<file path="src/rtl/fifo_skew_reader_if.sv">
// Read-side bundle between the input FIFO bank, the skew reader and the PE array rows.
// Handshake: start is a one-cycle request; r_en[i] pops FIFO i and the popped word is on
// fifo_data row i the following cycle; row_valid[i] qualifies row_data row i (zero when low).
interface fifo_skew_reader_if #(
   parameter int DATA_SIZE  = 8,
   parameter int ARRAY_SIZE = 3
);
   logic                            start;
   logic [ARRAY_SIZE-1:0]           empty;
   logic [ARRAY_SIZE*DATA_SIZE-1:0] fifo_data;
   logic [ARRAY_SIZE-1:0]           r_en;
   logic [ARRAY_SIZE*DATA_SIZE-1:0] row_data;
   logic [ARRAY_SIZE-1:0]           row_valid;
   logic                            busy;
   logic                            done;

   modport master (
      output start, empty, fifo_data,
      input  r_en, row_data, row_valid, busy, done
   );

   modport slave (
      input  start, empty, fifo_data,
      output r_en, row_data, row_valid, busy, done
   );
endinterface

</file>
<file path="src/rtl/fifo_skew_reader.sv">
// Drains ARRAY_SIZE FIFOs into the systolic array rows with a one-cycle diagonal skew per row;
// all rows stall together on any active-row empty so the skew is never disturbed.
module fifo_skew_reader #(
   parameter int DATA_SIZE  = 8,
   parameter int ARRAY_SIZE = 3,
   parameter int VEC_LEN    = 9
) (
   input  logic              s_clk,
   input  logic              clear,
   fifo_skew_reader_if.slave bus,
   output logic [1:0]        dbg_state_o
);
   localparam int LAST = VEC_LEN + ARRAY_SIZE - 2;
   localparam int TW   = $clog2(VEC_LEN + ARRAY_SIZE);
   localparam logic [TW-1:0] LAST_T = TW'(LAST);

   typedef enum logic [1:0] {
      IDLE  = 2'd0,
      RUN   = 2'd1,
      FLUSH = 2'd2,
      DONE  = 2'd3
   } state_t;

   state_t                          state_q, state_d;
   logic [TW-1:0]                   t_q, t_d;
   logic                            flush_q, flush_d;
   logic [ARRAY_SIZE-1:0]           pend_q;
   logic [ARRAY_SIZE-1:0]           row_valid_q;
   logic [ARRAY_SIZE*DATA_SIZE-1:0] row_data_q;
   logic                            done_q;
   logic [ARRAY_SIZE-1:0]           active;
   logic [ARRAY_SIZE-1:0]           r_en;
   logic                            run;
   logic                            stall;

   // Row i owns the window i <= t < i+VEC_LEN of the diagonal schedule.
   always_comb begin
      active = '0;
      for (int i = 0; i < ARRAY_SIZE; i++) begin
         active[i] = (int'(t_q) >= i) && (int'(t_q) < i + VEC_LEN);
      end
   end

   assign run   = (state_q == RUN);
   assign stall = run && (|(active & bus.empty));
   assign r_en  = (run && !stall) ? active : '0;

   always_comb begin
      state_d = state_q;
      t_d     = t_q;
      flush_d = flush_q;
      unique case (state_q)
         IDLE: begin
            if (bus.start) begin
               state_d = RUN;
               t_d     = '0;
            end
         end
         RUN: begin
            if (!stall) begin
               if (t_q == LAST_T) begin
                  state_d = FLUSH;
                  flush_d = 1'b0;
               end else begin
                  t_d = t_q + TW'(1);
               end
            end
         end
         FLUSH: begin
            // Two cycles let the last pop travel through pend and row registers.
            if (flush_q) begin
               state_d = DONE;
            end else begin
               flush_d = 1'b1;
            end
         end
         DONE: begin
            state_d = IDLE;
         end
         default: state_d = IDLE;
      endcase
   end

   always_ff @(posedge s_clk or posedge clear) begin
      if (clear) begin
         state_q     <= IDLE;
         t_q         <= '0;
         flush_q     <= 1'b0;
         pend_q      <= '0;
         row_valid_q <= '0;
         row_data_q  <= '0;
         done_q      <= 1'b0;
      end else begin
         state_q     <= state_d;
         t_q         <= t_d;
         flush_q     <= flush_d;
         pend_q      <= r_en;
         row_valid_q <= pend_q;
         done_q      <= (state_q == DONE);
         for (int i = 0; i < ARRAY_SIZE; i++) begin
            row_data_q[i*DATA_SIZE +: DATA_SIZE] <=
               pend_q[i] ? bus.fifo_data[i*DATA_SIZE +: DATA_SIZE] : '0;
         end
      end
   end

   assign bus.r_en      = r_en;
   assign bus.row_valid = row_valid_q;
   assign bus.row_data  = row_data_q;
   assign bus.busy      = run || (state_q == FLUSH);
   assign bus.done      = done_q;
   assign dbg_state_o   = state_q;
endmodule

</file>
<file path="src/flat_wrapper.sv">
// flat-port wrapper written by rule: the top's interface ports become plain ports
module fifo_skew_reader_flat 
#(
   parameter int DATA_SIZE  = 8,
   parameter int ARRAY_SIZE = 3,
   parameter int VEC_LEN    = 9
)
  (s_clk, clear, dbg_state_o, bus_start, bus_empty, bus_fifo_data, bus_r_en, bus_row_data, bus_row_valid, bus_busy, bus_done);
  fifo_skew_reader_if #(.DATA_SIZE(DATA_SIZE), .ARRAY_SIZE(ARRAY_SIZE)) bus_i ();
  input  logic s_clk;
  input  logic clear;
  output logic [1:0] dbg_state_o;
  input wire logic [$bits(bus_i.start)-1:0] bus_start;
  input wire logic [$bits(bus_i.empty)-1:0] bus_empty;
  input wire logic [$bits(bus_i.fifo_data)-1:0] bus_fifo_data;
  output wire logic [$bits(bus_i.r_en)-1:0] bus_r_en;
  output wire logic [$bits(bus_i.row_data)-1:0] bus_row_data;
  output wire logic [$bits(bus_i.row_valid)-1:0] bus_row_valid;
  output wire logic [$bits(bus_i.busy)-1:0] bus_busy;
  output wire logic [$bits(bus_i.done)-1:0] bus_done;
  assign bus_i.start = bus_start;
  assign bus_i.empty = bus_empty;
  assign bus_i.fifo_data = bus_fifo_data;
  assign bus_r_en = bus_i.r_en;
  assign bus_row_data = bus_i.row_data;
  assign bus_row_valid = bus_i.row_valid;
  assign bus_busy = bus_i.busy;
  assign bus_done = bus_i.done;
  fifo_skew_reader #(.DATA_SIZE(DATA_SIZE), .ARRAY_SIZE(ARRAY_SIZE), .VEC_LEN(VEC_LEN)) u_core (.s_clk(s_clk), .clear(clear), .bus(bus_i), .dbg_state_o(dbg_state_o));
endmodule
</file>
<file path="config.mk">
export PLATFORM = sky130hd
export DESIGN_NAME = fifo_skew_reader_flat
export DESIGN_NICKNAME = d
export VERILOG_FILES = /design/src/rtl/fifo_skew_reader_if.sv /design/src/rtl/fifo_skew_reader.sv /design/src/flat_wrapper.sv
export SDC_FILE = /design/constraint.sdc
export NUM_CORES = 1
export LEC_CHECK = 0
export ABC_AREA = 1
export CAP_MARGIN = 20
export CORE_AREA = 2 2 76 78
export DETAILED_ROUTE_END_ITERATION = 12
export DIE_AREA = 0 0 78 80
export SETUP_SLACK_MARGIN = 0.05
export SKIP_LAST_GASP = 1
export SLEW_MARGIN = 20
export SYNTH_ARGS = -nofsm -noshare
export SYNTH_HDL_FRONTEND = slang
export SYNTH_SLANG_ARGS = --single-unit
</file>
<file path="constraint.sdc">
create_clock -name s_clk -period 1.6 [get_ports s_clk]
set_clock_uncertainty 0.05 [all_clocks]
set_input_delay 0.48 -clock s_clk [delete_from_list [all_inputs] [get_ports s_clk]]
set_output_delay 0.48 -clock s_clk [all_outputs]
set_load 0.1 [all_outputs]
</file>
==> metrics.md <==
| Metric | Value |
|---|---|
| Status | finished with violations |
| Failing checks | setup timing |
| Synth Instances | 168 |
| TritonCTS clock tree | done |
| Post-layout min period | 2.33 ns |
| Critical Path Start | u_core.t_q[0] |
| Synthesized area per cell | 9.48 um2 |
| Post-synth top area cell | dfrtp_1 |
| Cell area power density | 1710 nW/um2 |
| 1st-iter DRT viols | 98 |
| DP Cell Count | 316 |
| Starting Density | 29.5% |
| Commonest non-fill, non-tap cell in the layout | nand2_1 |
| Worst slack at placement | -0.546 ns |
| CTS buffer count | 5 |
| Min Hold Slack | 0.444 ns |
| Clock transition at path regs | 0.08 ns |
| Largest net degree at the start of global routing | 24 |
| Multi-input gate area | 569 um2 |
| CTS Hold Bufs | 0 |
| Post-DR vias/cell | 4.26 |
| DRC | 0 |
| Row count | 27 |
| Peak supply drop | 1950 uV |
| First-pass GRT wire length | 6.51 mm |
| Seq. cell area | 960 um2 |
| PortBufs | 63 |
| Synth Register Bits | 38 |
| Pint | 2790 uW |
| Clk buf depth | 2 |
| Crit path required time | 1.07 ns |
| Yosys warns | 0 |
| Worst skew pair latency | 0.29 ns |
| Gpl congestion | 0.771 |
| Worst Path Max Fanout | 4 |
| Core area | 5410 um2 |
| Crit path capture | bus_r_en[2] |
| H-Tree Depth | 2 |
| Area grow syn2layout | 89.3% |
| Dpl cell area | 2810 um2 |
| Post-synth cell types | 21 |
| Final hold vios | 0 |
| Worst setup EP type | primary output |
| Final setup vio count | 12 |
| Fin crit share | 146% |
| Seq/Total Area, Yosys | 59.7% |
| Yosys top cell area share | 59.7% |
| I/O Pins | 64 |
| Drt pass-1 iters | 4 |
| R2R Path Start | u_core.t_q[0] |
| Sequential share of power | 25.0% |
| Avg WL per Cell | 11.8 um |
| Flop-to-flop setup slack | -0.04 ns |
| Post-route ant nets | 0 |
| CP Class | flop to primary output |
| Post-Layout Inst Area | 3020 um2 |
| Crit start category | flop |
| Worst-Margin Slew | 0.303 ns |
| WP data arrival | 1.80 ns |
| Slew HR | 79.8% |
| Reg2Reg Depth | 10 |
| Setup slack after layout | -0.735 ns |
| Nets | 292 |
| Pleak | 0.00159 uW |
| Max Slew Vio Count | 0 |
| Share of cells above drive strength 1 | 35.3% |
| Clock sinks | 38 |
| Max Cap Viol | 0 |
| Total Wirelength | 3.87 mm |
| Routed vias | 1394 |
| Die height | 80 um |
| Diodes inserted | 0 |
| Sw Ratio | 45.9% |
| Total grt overflow | 0 |
| GRT Overall Usage | 13.6% |
| Overall power | 5160 uW |
| Hold Crit Depth | 2 |
| Total net switching power | 2370 uW |
| Fill cells | 449 |
| Most frequent cells in the layout | 45 x nand2_1, 35 x dfrtp_1, 34 x buf_12 |
| Synthesized Nets | 206 |
| Vias in the first global route | 1388 |
| FF-to-FF End | u_core.t_q[1] |
| Post-Syn Area | 1590 um2 |
| RSZ-0062 raised after global routing | true |
| Root buffer cell | clkbuf_8 |
| Die width | 78 um |
| Die area | 6240 um2 |
| Number of antenna violations at the first check in global routing | 0 |
| Top post-synthesis cells by area | dfrtp_1 60%, nand2_1 11%, inv_1 8.2% |
| Logic pwr share | 59.6% |
| Clk pwr share | 15.4% |
| Final Non-Filler Cells | 327 |
| Hold crit path type | flop to flop |
| Max Fclk | 0.428 GHz |
| Post-DP HPWL | 2.90 mm |
==> worst max-delay path, stage by stage, from the launching register on <==
cell     delay, ns
dfrtp_2       0.42
inv_4         0.06
ha_1          0.23
nor2_4        0.09
nand2_2       0.07
nand3_2       0.09
nand4_1       0.10
buf_6         0.16
nor2_4        0.13
buf_12        0.18
==> synth_stat cells <==
| library cell | n |
|---|---|
| or2_2 | 1 |
| o21ai_1 | 3 |
| ha_1 | 8 |
| nand3b_1 | 1 |
| nor3_1 | 2 |
| nand2_1 | 46 |
| nand3_1 | 4 |
| a31oi_1 | 1 |
| buf_6 | 1 |
| dfrtp_1 | 38 |
| clkbuf_1 | 4 |
| nor2_1 | 7 |
| o21ai_4 | 1 |
| o21ai_2 | 1 |
| o21ai_0 | 2 |
| nand4_1 | 8 |
| nand2_2 | 1 |
| nand3_2 | 2 |
| inv_2 | 1 |
| a21oi_1 | 1 |
| inv_1 | 35 |
==> power groups by stage <==
stage	registers [uW]	logic [uW]	clock network [uW]
2_1_floorplan	2000	1040	0
3_3_place_gp	1300	2800	0
3_5_place_dp	1310	2830	0
4_1_cts	1290	2980	816
5_1_grt	1310	3260	847
6_report	1290	3080	792
==> worst min path at each step <==
stage	from	to	slack, ns
2_1_floorplan	u_core.pend_q[0]	u_core.bus.row_valid[0]	0.30
3_3_place_gp	u_core.flush_q	u_core.flush_q	0.41
6_report	u_core.flush_q	u_core.flush_q	0.44
4_1_cts	u_core.flush_q	u_core.flush_q	0.44
3_5_place_dp	u_core.flush_q	u_core.flush_q	0.41
5_1_grt	clear	u_core.bus.row_data[6]	0.49
==> layout make-up <==
type / instances / share of cell area, %
timing repair buffer: 84 / 38.0
sequential: 38 / 31.8
multi-input combinational: 89 / 18.9
inverter: 36 / 4.65
tap: 72 / 2.99
clock buffer: 5 / 2.28
clock inverter: 3 / 1.33
==> per-stage QoR <==
stage               utilization, %  TNS (ns)
floorplan                        -     -4.21
detailed placement            52.0     -2.50
finish                        55.8     -2.66
global placement              52.0     -1.90
global route                  55.8     -3.54
CTS                           55.1     -2.96
==> cells by family after synthesis <==
kind of cell / share of synthesized area [%]
AOI/OAI and AO/OA: 3.85
and+or+nand+nor: 20.0
buffers and inverters: 10.1
adders and majority gates: 6.28
DFF: 59.7
==> sequential cells by signal, indices dropped and copies added (netlist names) <==
register and flops:
u_core.pend_q 3, u_core.bus.row_data 24, u_core.bus.row_valid 3, u_core.bus.done 1, u_core.flush_q 1, u_core.t_q 4
u_core.dbg_state_o 2
==> routing by layer <==
layer  up-vias  routed length (um)  GRT usage, %
li1        679                   -             -
met4         0                 106          5.26
met2        64                1880          22.4
met3        11                 218          4.19
met5         -                   0             0
met1       640                1670          16.8
==> timing repair <==
item | in CTS | in global routing
endpoints found under the setup margin | 13 | 16
pin swaps | 6 | 8
buffers inserted | 3 | 3
resized for setup | 9 | 11
Power figures use the tool's default switching activity.
